<file path="src/rtl/if_fetch_pkg.sv">
// if_fetch_pkg: shared widths, FSM encodings and reset defaults for the fetch stage
package if_fetch_pkg;
  localparam int ADDR_LEN = 32;
  localparam int INST_LEN = 32;
  localparam int IF_STATE_LEN = 2;
  localparam logic [IF_STATE_LEN-1:0] IF_IDLE = 2'd0;
  localparam logic [IF_STATE_LEN-1:0] IF_BUSY = 2'd1;
  localparam logic [IF_STATE_LEN-1:0] IF_HOLD = 2'd2;
  localparam logic [ADDR_LEN-1:0] RESET_PC_DEF = 32'h0000_0000;
endpackage

</file>
<file path="src/rtl/if_fetch_if.sv">
// if_fetch_if: word-fetch req/valid handshake between the fetch stage and mem_ctrl
interface if_fetch_if #(
  parameter int ADDR_W = 32,
  parameter int INST_W = 32
);
  logic mem_req_o;
  logic [ADDR_W-1:0] mem_addr_o;
  logic mem_valid_i;
  logic [INST_W-1:0] mem_data_i;
  modport master (output mem_req_o, mem_addr_o, input mem_valid_i, mem_data_i);
  modport slave (input mem_req_o, mem_addr_o, output mem_valid_i, mem_data_i);
endinterface

</file>
<file path="src/rtl/if_fetch.sv">
// if_fetch: PC register, fetch FSM and one-entry hold buffer feeding IF/ID
module if_fetch
  import if_fetch_pkg::*;
#(
  parameter int ADDR_W = ADDR_LEN,
  parameter int INST_W = INST_LEN,
  parameter logic [ADDR_W-1:0] RESET_PC = RESET_PC_DEF
) (
  input  logic clk,
  input  logic rst,
  input  logic stall_i,
  input  logic jump_i,
  input  logic [ADDR_W-1:0] jump_addr_i,
  if_fetch_if.master mem,
  output logic [ADDR_W-1:0] pc_o,
  output logic [INST_W-1:0] inst_o,
  output logic inst_valid_o,
  output logic stall_if_o
);
  logic [IF_STATE_LEN-1:0] state;
  logic [ADDR_W-1:0] pc;
  logic [ADDR_W-1:0] tgt;
  logic [ADDR_W-1:0] pc_next;
  logic [INST_W-1:0] hold_inst;
  logic discard;
  assign tgt = jump_addr_i & ~{{(ADDR_W-2){1'b0}}, 2'b11};
  assign pc_next = pc + ADDR_W'(4);
  assign stall_if_o = (state == IF_BUSY) && !mem.mem_valid_i;
  // fetch FSM: issue request, accept or park the returned word, redirect on jump
  always_ff @(posedge clk) begin
    if (rst) begin
      state <= IF_IDLE;
      pc <= RESET_PC;
      discard <= 1'b0;
      hold_inst <= '0;
      mem.mem_req_o <= 1'b0;
      mem.mem_addr_o <= '0;
      pc_o <= '0;
      inst_o <= '0;
      inst_valid_o <= 1'b0;
    end else begin
      inst_valid_o <= 1'b0;
      case (state)
        IF_IDLE: begin
          if (jump_i) pc <= tgt;
          else begin
            mem.mem_req_o <= 1'b1;
            mem.mem_addr_o <= pc;
            state <= IF_BUSY;
          end
        end
        IF_BUSY: begin
          if (!mem.mem_valid_i) begin
            if (jump_i) begin
              pc <= tgt;
              discard <= 1'b1;
            end
          end else begin
            mem.mem_req_o <= 1'b0;
            discard <= 1'b0;
            state <= (discard || jump_i || !stall_i) ? IF_IDLE : IF_HOLD;
            if (jump_i) pc <= tgt;
            else if (!discard) begin
              if (stall_i) hold_inst <= mem.mem_data_i;
              else begin
                inst_o <= mem.mem_data_i;
                pc_o <= pc;
                inst_valid_o <= 1'b1;
                pc <= pc_next;
              end
            end
          end
        end
        IF_HOLD: begin
          if (jump_i) begin
            pc <= tgt;
            state <= IF_IDLE;
          end else if (!stall_i) begin
            inst_o <= hold_inst;
            pc_o <= pc;
            inst_valid_o <= 1'b1;
            pc <= pc_next;
            state <= IF_IDLE;
          end
        end
        default: state <= IF_IDLE;
      endcase
    end
  end
endmodule

</file>
<file path="src/flat_wrapper.sv">
// flat-port wrapper written by rule: the top's interface ports become plain ports
module if_fetch_flat import if_fetch_pkg::*;
#(
  parameter int ADDR_W = ADDR_LEN,
  parameter int INST_W = INST_LEN,
  parameter logic [ADDR_W-1:0] RESET_PC = RESET_PC_DEF
)
  (clk, rst, stall_i, jump_i, jump_addr_i, pc_o, inst_o, inst_valid_o, stall_if_o, mem_mem_req_o, mem_mem_addr_o, mem_mem_valid_i, mem_mem_data_i);
  if_fetch_if #(.ADDR_W(ADDR_W), .INST_W(INST_W)) mem_i ();
  input  logic clk;
  input  logic rst;
  input  logic stall_i;
  input  logic jump_i;
  input  logic [ADDR_W-1:0] jump_addr_i;
  output logic [ADDR_W-1:0] pc_o;
  output logic [INST_W-1:0] inst_o;
  output logic inst_valid_o;
  output logic stall_if_o;
  output wire logic [$bits(mem_i.mem_req_o)-1:0] mem_mem_req_o;
  output wire logic [$bits(mem_i.mem_addr_o)-1:0] mem_mem_addr_o;
  input wire logic [$bits(mem_i.mem_valid_i)-1:0] mem_mem_valid_i;
  input wire logic [$bits(mem_i.mem_data_i)-1:0] mem_mem_data_i;
  assign mem_mem_req_o = mem_i.mem_req_o;
  assign mem_mem_addr_o = mem_i.mem_addr_o;
  assign mem_i.mem_valid_i = mem_mem_valid_i;
  assign mem_i.mem_data_i = mem_mem_data_i;
  if_fetch #(.ADDR_W(ADDR_W), .INST_W(INST_W), .RESET_PC(RESET_PC)) u_core (.clk(clk), .rst(rst), .stall_i(stall_i), .jump_i(jump_i), .jump_addr_i(jump_addr_i), .mem(mem_i), .pc_o(pc_o), .inst_o(inst_o), .inst_valid_o(inst_valid_o), .stall_if_o(stall_if_o));
endmodule
</file>
<file path="config.mk">
export PLATFORM = sky130hd
export DESIGN_NAME = if_fetch_flat
export DESIGN_NICKNAME = d
export VERILOG_FILES = /design/src/rtl/if_fetch_pkg.sv /design/src/rtl/if_fetch_if.sv /design/src/rtl/if_fetch.sv /design/src/flat_wrapper.sv
export SDC_FILE = /design/constraint.sdc
export NUM_CORES = 1
export LEC_CHECK = 0
export CAP_MARGIN = 10
export CORE_UTILIZATION = 50
export DETAILED_ROUTE_END_ITERATION = 12
export PLACE_DENSITY = 0.8
export SYNTH_ARGS = -nofsm -noshare
export SYNTH_HDL_FRONTEND = slang
export SYNTH_SLANG_ARGS = --single-unit
</file>
<file path="constraint.sdc">
create_clock -name clk -period 2.4 [get_ports clk]
set_input_delay 0.48 -clock clk [delete_from_list [all_inputs] [get_ports clk]]
set_output_delay 0.48 -clock clk [all_outputs]
set_load 0.01 [all_outputs]
</file>
==> impl_metrics.json <==
{
  "crit_buf_inv": 0,
  "dr.pass1.iters": 5,
  "ir_drop_uv": 461,
  "fin_skew_ns": 0.00591,
  "path_cells": "nand3_1 -> nor4_4 -> nand3_1 -> a2111oi_0 -> a2111oi_2",
  "syn-num-nets": 998,
  "postCtsSetupBuffers": 0,
  "netlist_instances": 924,
  "drtIter0Drc": 783,
  "fp-row-count": 43,
  "core_area_um2": 14000,
  "ys.flop_type": "dfxtp_1",
  "critPathMaxFanout": 7,
  "drv_cap": 0,
  "fmax_mhz": 434,
  "synth_most_common_cell": "nand2_1",
  "cts.sink_count": 165,
  "status": "completed",
  "clock_latency_ns": 0.43,
  "min_from": "u_core.pc_o[1]",
  "yosysTopAreaCell": "dfxtp_1",
  "cts_made_buffers": 17,
  "hold_viol_final": 0,
  "endpoint_kind": "register",
  "initial_core_util": 0.520,
  "ys_seq_elements": 165,
  "slew_viol_final": 0,
  "startpoint_type": "register",
  "wl_um": 21700,
  "fin_crit_ns": 2.31,
  "area_growth_pct": 38.5,
  "worstSetupPathType": "reg -> reg",
  "ys_seq_area_frac": 0.453,
  "die_h_um": 123,
  "place_congestion": 0.977,
  "n_antenna_cell": 0,
  "cts.reportedPaths.clkPinSlew_ns": 0.06,
  "yosys.area.top_type_share": 0.453,
  "crit_slowest_cell": "a2111oi_0",
  "mappedNetlistArea_um2": 7300,
  "dieWidth_um": 123,
  "clk_path_buf_depth": 2,
  "clockRootBuffer": "clkbuf_16",
  "antenna_found_initial": 0,
  "synth_area_per_cell_um2": 7.90,
  "ys_warn_count": 0,
  "slowest_delay_ns": 0.62,
  "async_flop_share": 0,
  "fillers": 1051,
  "hpwl_um": 14700,
  "synth_edf_count": 0,
  "die_area_um2": 15100,
  "synth.area.top_cells": "dfxtp_1, nand2_1, a21oi_1",
  "tightest_slew_ns": 0.615,
  "drive_above_1_share": 0.103,
  "finalSetupViolCount": 0,
  "tritoncts": "done",
  "path_delay_family": "simple AND/OR/NAND/NOR gates",
  "grt_remaining_overflow": 0,
  "portBuffers": 165,
  "period_share": 0.961,
  "rsz0062_at_grt": "false",
  "powerDensity_nw_per_um2": 767,
  "place_inst": 1257,
  "arrival_ns": 2.58,
  "power_mw": 7.76,
  "startpoint": "u_core.pc[10]",
  "vias": 7452,
  "grt_max_degree": 60,
  "stdcell_count": 1290,
  "cp.required_ns": 2.68,
  "grt_usage": 0.288,
  "first_global_vias": 6644,
  "nets": 1171,
  "drc": 0,
  "r2r-start": "u_core.pc[10]",
  "htreeDepth": 4,
  "slew_headroom": 0.580,
  "cellLeakagePower_nw": 3.61,
  "antenna_left": 0,
  "hold_path_class": "reg -> reg",
  "yosys-top-cells-count": "nand2_1, dfxtp_1, a21oi_1",
  "path_common_cell": "nand3_1",
  "grt_first_pass_wirelength_um": 33600,
  "synth_cell_type_count": 58,
  "wl_per_cell_um": 16.8,
  "viasPerCell": 5.78,
  "top_level_ports": 168
}
final timing paths:
path         cells after the start  slack, ns        endpoint
min                              2       0.45  u_core.pc_o[1]
max reg2reg                      5       0.09   u_core.pc[29]
max                              5       0.09   u_core.pc[29]
min reg2reg                      2       0.45  u_core.pc_o[1]
worst min-delay path, cell delays in order, from the launching register on:
cell	delay (ns)
dfxtp_1	0.31
nand2_1	0.05
a21oi_1	0.05
sequential cells by signal, summed over array words and instances, names as in the netlist:
name                   count
u_core.pc_o               32
u_core.hold_inst          32
u_core.discard             1
u_core.state               2
u_core.mem.mem_req_o       1
u_core.pc                 32
u_core.mem.mem_addr_o     32
u_core.inst_o             32
u_core.inst_valid_o        1
cell usage in the layout (no fill, tap or decap), types with 12 or more instances in the layout:
cell	netlist	final
nand3_1	12	12
clkdlybuf4s50_1	0	163
a211oi_1	41	41
nor2_1	70	70
buf_4	0	61
a21oi_1	129	129
clkbuf_16	0	18
nand2_1	222	221
dfxtp_1	165	164
o21ai_0	26	26
mux2i_1	38	38
layer usage:
layer	vias to the layer above	track usage	share of wire
li1	3575	-	-
met1	3477	0.387	0.42
met2	353	0.443	0.47
met3	47	0.0692	0.092
met4	0	0.114	0.026
met5	-	0	0
final cells by class:
cell class                      count  area [um^2]  share of cell area
Tap cell                          180          225              0.0223
Clock buffer                       21          470              0.0465
Multi-Input combinational cell    674         3710               0.367
Clock inverter                     11          169              0.0167
Timing Repair Buffer              229         2190               0.216
Sequential cell                   165         3300               0.327
Inverter                           10         37.5             0.00371
logic make-up after synthesis:
group,Yosys count,share of synthesized area
compound gates,253,0.211
flops,165,0.453
simple gates,378,0.230
buf+inv,85,0.0459
mux,38,0.0521
fa+ha+maj,5,0.00857
repair_timing:
| item | CTS | global route |
|---|---|---|
| hold buffers | 0 | 0 |
| gates resized for setup | 2 | 8 |
| endpoints found under the hold margin | 0 | 0 |
| endpoints found under the setup margin | 2 | 40 |
| cloned | 0 | 1 |
per-stage QoR:
stage               hold slack (ns)  setup WS [ns]  TNS (ns)  utilization  area [um^2]
finish                        0.453         0.0937         0        0.720        10100
global route                  0.462        0.00291         0        0.720        10100
CTS                           0.426        0.00235         0        0.715        10000
detailed placement            0.446        -0.0670   -0.0782        0.669         9390
global placement              0.441        -0.0392   -0.0482        0.669         9390
floorplan                     0.436          0.347         0            -         7300
report_power, final:
part           switching (mW)  leakage (nW)  internal [mW]
Clock                    1.10         0.314           1.83
Sequential              0.170          1.34           2.96
Combinational           0.889          1.96          0.803
No activity file was read; power rests on OpenSTA's default activity.
==> patch 1 (same flow settings) <==
The package constant `INST_LEN` goes from 32 to 64.
--- a/src/rtl/if_fetch_pkg.sv
+++ b/src/rtl/if_fetch_pkg.sv
@@ -1,7 +1,7 @@
 // if_fetch_pkg: shared widths, FSM encodings and reset defaults for the fetch stage
 package if_fetch_pkg;
   localparam int ADDR_LEN = 32;
-  localparam int INST_LEN = 32;
+  localparam int INST_LEN = 64;
   localparam int IF_STATE_LEN = 2;
   localparam logic [IF_STATE_LEN-1:0] IF_IDLE = 2'd0;
   localparam logic [IF_STATE_LEN-1:0] IF_BUSY = 2'd1;
Interface: changed (resized inst_o and mem_mem_data_i); port bits go from 168 to 232. The function was not compared with the original's and may differ.
==> patch 1 against the original RTL <==
  * Final cell count rose by 33%
  * Clock power increased by 30%
  * Setup slack lost 5.8 ps
  * Synthesized cell count increased by 31%
  * Area after synthesis increased by 34%
  * Design area is 34% higher
  * Sequential cell count grew 64
  * Power up 26%
  * Worst hold slack got worse by 71 ps
  * Routed wire length is 31% higher
  * Sequential share of layout area increased by 1.2 points
  * Largest cell class unchanged
  * Largest power group unchanged
  * Highest routed layer unchanged
==> patch 1: results <==
[synth]
ys_seq_area_share_pct = 47.0
synthTopCellsByCount = nand2_1 (283), dfxtp_1 (229), a21oi_1 (158), nor2_1 (113), clkbuf_1 (74)
synth_nets = 1312
synth.distinct_cells = 62

[setup_path]
rr_endpoint = u_core.pc[23]
max_stage_delay_ps = 590
cp_slowest_cell = or3b_2
critical_path_arrival_ps = 2690
critPathLaunch = u_core.state[1]

[placement]
place_inst = 1670
gp_congestion = 0.955
post_dp_cell_area_mm2 = 0.0127

[routing]
vias_per_cell = 5.57
vias = 9546
wl_met2_mm = 13.7
wire_per_inst_um = 16.6
dr_wl_met3_mm = 2.30
m1WireLength_mm = 11.7
drtIter0Drc = 743

[hold_path]
min_to = u_core.mem.mem_addr_o[11]
hp-start = rst

[layout]
fillCellCount = 1448
multi_input_comb_area_mm2 = 0.00476
final_util_pct = 71.6
nets = 1543
buffers = 307
clock_area_share_pct = 5.97
design_area_mm2 = 0.0135
buffer_area_share_pct = 22.2

[global_route]
track_usage_pct = 27.7
met3_usage_pct = 5.23
first_global_vias = 9003
grt_use_met2_pct = 47.1

[clock_network]
insertion_delay_ps = 520
clockBufferDepth = 3

[power]
power_leakage_nw = 4.71

[sta]
slew-limit-headroom_pct = 65.2

[status]
status = completed
-- patch 1: changes by cell type after synthesis, sizes merged, moves of 8 or more --
| cell | before | now |
|---|---|---|
| a211oi | 41 | 70 |
| a21oi | 129 | 158 |
| buf | 21 | 29 |
| clkbuf | 54 | 74 |
| dfxtp | 165 | 229 |
| mux2i | 38 | 67 |
| nand2 | 222 | 283 |
| nor2 | 71 | 113 |
| nor3 | 10 | 19 |
-- patch 1: cells by family after synthesis --
family                   synth area share, %
flip-flops                              47.0
adder cells (fa/ha/maj)                0.641
buffers and inverters                   4.73
XOR/XNOR                              0.0898
multiplexers                            7.11
AO/OA/AOI/OAI                           19.6
AND/OR/NAND/NOR                         20.9
-- patch 1: report_power, final --
group	internal, mW	switching, mW	total, mW
logic	0.868	0.863	1.73
registers	4.05	0.177	4.23
clock network	2.28	1.52	3.80
total	7.20	2.56	9.76
==> patch 2 (same flow settings) <==
Made on the original files. Reset style: asynchronous (`rst`), changed in one clocked block.
--- a/src/rtl/if_fetch.sv
+++ b/src/rtl/if_fetch.sv
@@ -27,7 +27,7 @@
   assign pc_next = pc + ADDR_W'(4);
   assign stall_if_o = (state == IF_BUSY) && !mem.mem_valid_i;
   // fetch FSM: issue request, accept or park the returned word, redirect on jump
-  always_ff @(posedge clk) begin
+  always_ff @(posedge clk or posedge rst) begin
     if (rst) begin
       state <= IF_IDLE;
       pc <= RESET_PC;
Behaviour: differs if rst is asserted again (counterexample within 4 cycles, from zero or initial values and one cycle with rst high); with rst held inactive, the same outputs for 4 cycles.
==> patch 2 against the original RTL <==
  * Fmax increased by 0.93%
  * Global-route usage shrank 1.3 points
  * Critical path type unchanged
  * Routed wire length shrank 3.6%
  * Sequential cell count unchanged
  * Area after synthesis up 6.5%
  * Worst hold slack better by 44 ps
  * First-iteration DRC count fell by 42%
  * Critical path depth is 2 higher
  * Setup slack better by 21 ps
  * Die area increased by 6.4%
  * Critical endpoint is now u_core.pc[20]
  * Design area is 5.6% higher
Power is not compared: it rests on default switching activity, and its combinational part moved more than twofold at a synthesized area within 25%.
==> patch 2: results <==
[layout]
multi_input_comb_area_mm2 = 0.00342
layout-drive-gt1-share_pct = 24.7
nets = 954
multi_input_gates = 454
clock_area_share_pct = 5.90
inverters = 11
seqAreaFraction_pct = 38.7
buffer_area_share_pct = 20.7

[routing]
wl_met2_mm = 9.80
wirelength_mm = 20.9
vias = 6354

[synth]
synth_nets = 752
synthCells = 678
async_reset_ff_share_pct = 100
synth.distinct_cells = 75
synthTopCellsByCount = dfrtp_1 (165), mux2_2 (94), a21oi_1 (52), nor2_1 (50), o21ai_0 (35)
ys_seq_area_share_pct = 53.1

[status]
status = completed

[setup_path]
rr_endpoint = u_core.pc[20]
reg2regPathDepth = 7

[placement]
post_dp_cell_area_mm2 = 0.0100
gp_congestion = 0.938

[sta]
fin_crit_sh_pct = 95.2
skew_ps = 7.65

[global_route]
grt_max_degree = 97
met3_usage_pct = 8.90
track_usage_pct = 27.5
grt_use_met1_pct = 34.1

[die]
die_area_mm2 = 0.0161
[patch 2: cell count changes after synthesis, moves of 20 or more]
cell	unedited run	this run
dfrtp_1	0	165
nand2_1	222	31
clkbuf_1	52	18
nor2_1	70	50
a211oi_1	41	2
dfxtp_1	165	0
a21oi_1	129	52
mux2_2	0	94
[patch 2: power groups by stage]
stage / combinational (mW) / sequential [mW] / clock [mW]
global route: 6.23 / 5.27 / 3.03
floorplan: 2.70 / 5.14 / 0
detailed placement: 5.73 / 5.10 / 0
CTS: 5.79 / 5.08 / 2.90
global placement: 5.58 / 4.99 / 0
finish: 5.80 / 5.10 / 2.85
[patch 2: cells by family (layout without fill, tap and decap cells)]
kind of cell | Yosys count | count (layout) | synth area share [%]
compound gates | 157 | 157 | 13.1
xor+xnor | 2 | 2 | 0.225
fa+ha+maj | 5 | 5 | 0.805
buf+inv | 59 | 274 | 3.28
flops | 165 | 165 | 53.1
mux | 130 | 130 | 18.3
simple gates | 160 | 160 | 11.2
[patch 2: worst min-delay path by stage]
stage                             start             endpoint  depth (start not counted)  slack, ps
CTS                     u_core.pc_o[18]      u_core.pc_o[18]                          1        500
detailed placement      u_core.pc_o[18]      u_core.pc_o[18]                          1        490
global placement         u_core.pc_o[7]       u_core.pc_o[7]                          1        470
finish                  u_core.pc_o[18]      u_core.pc_o[18]                          1        500
floorplan                  u_core.pc[0]         u_core.pc[0]                          1        460
global route        u_core.hold_inst[0]  u_core.hold_inst[0]                          1        510
[patch 2: critical path, cell delays in order (launching register included)]
cell,delay (ps)
dfrtp_1,390
inv_1,120
ha_1,390
nand2b_4,70
or4_4,560
nor4_4,350
a221oi_2,110
a211oi_2,210
[patch 2: what timing repair did]
item,4_1_cts,5_1_grt
setup endpoints to repair,4,3
hold endpoints to repair,0,0
hold buffers,0,0
resized for setup,5,2
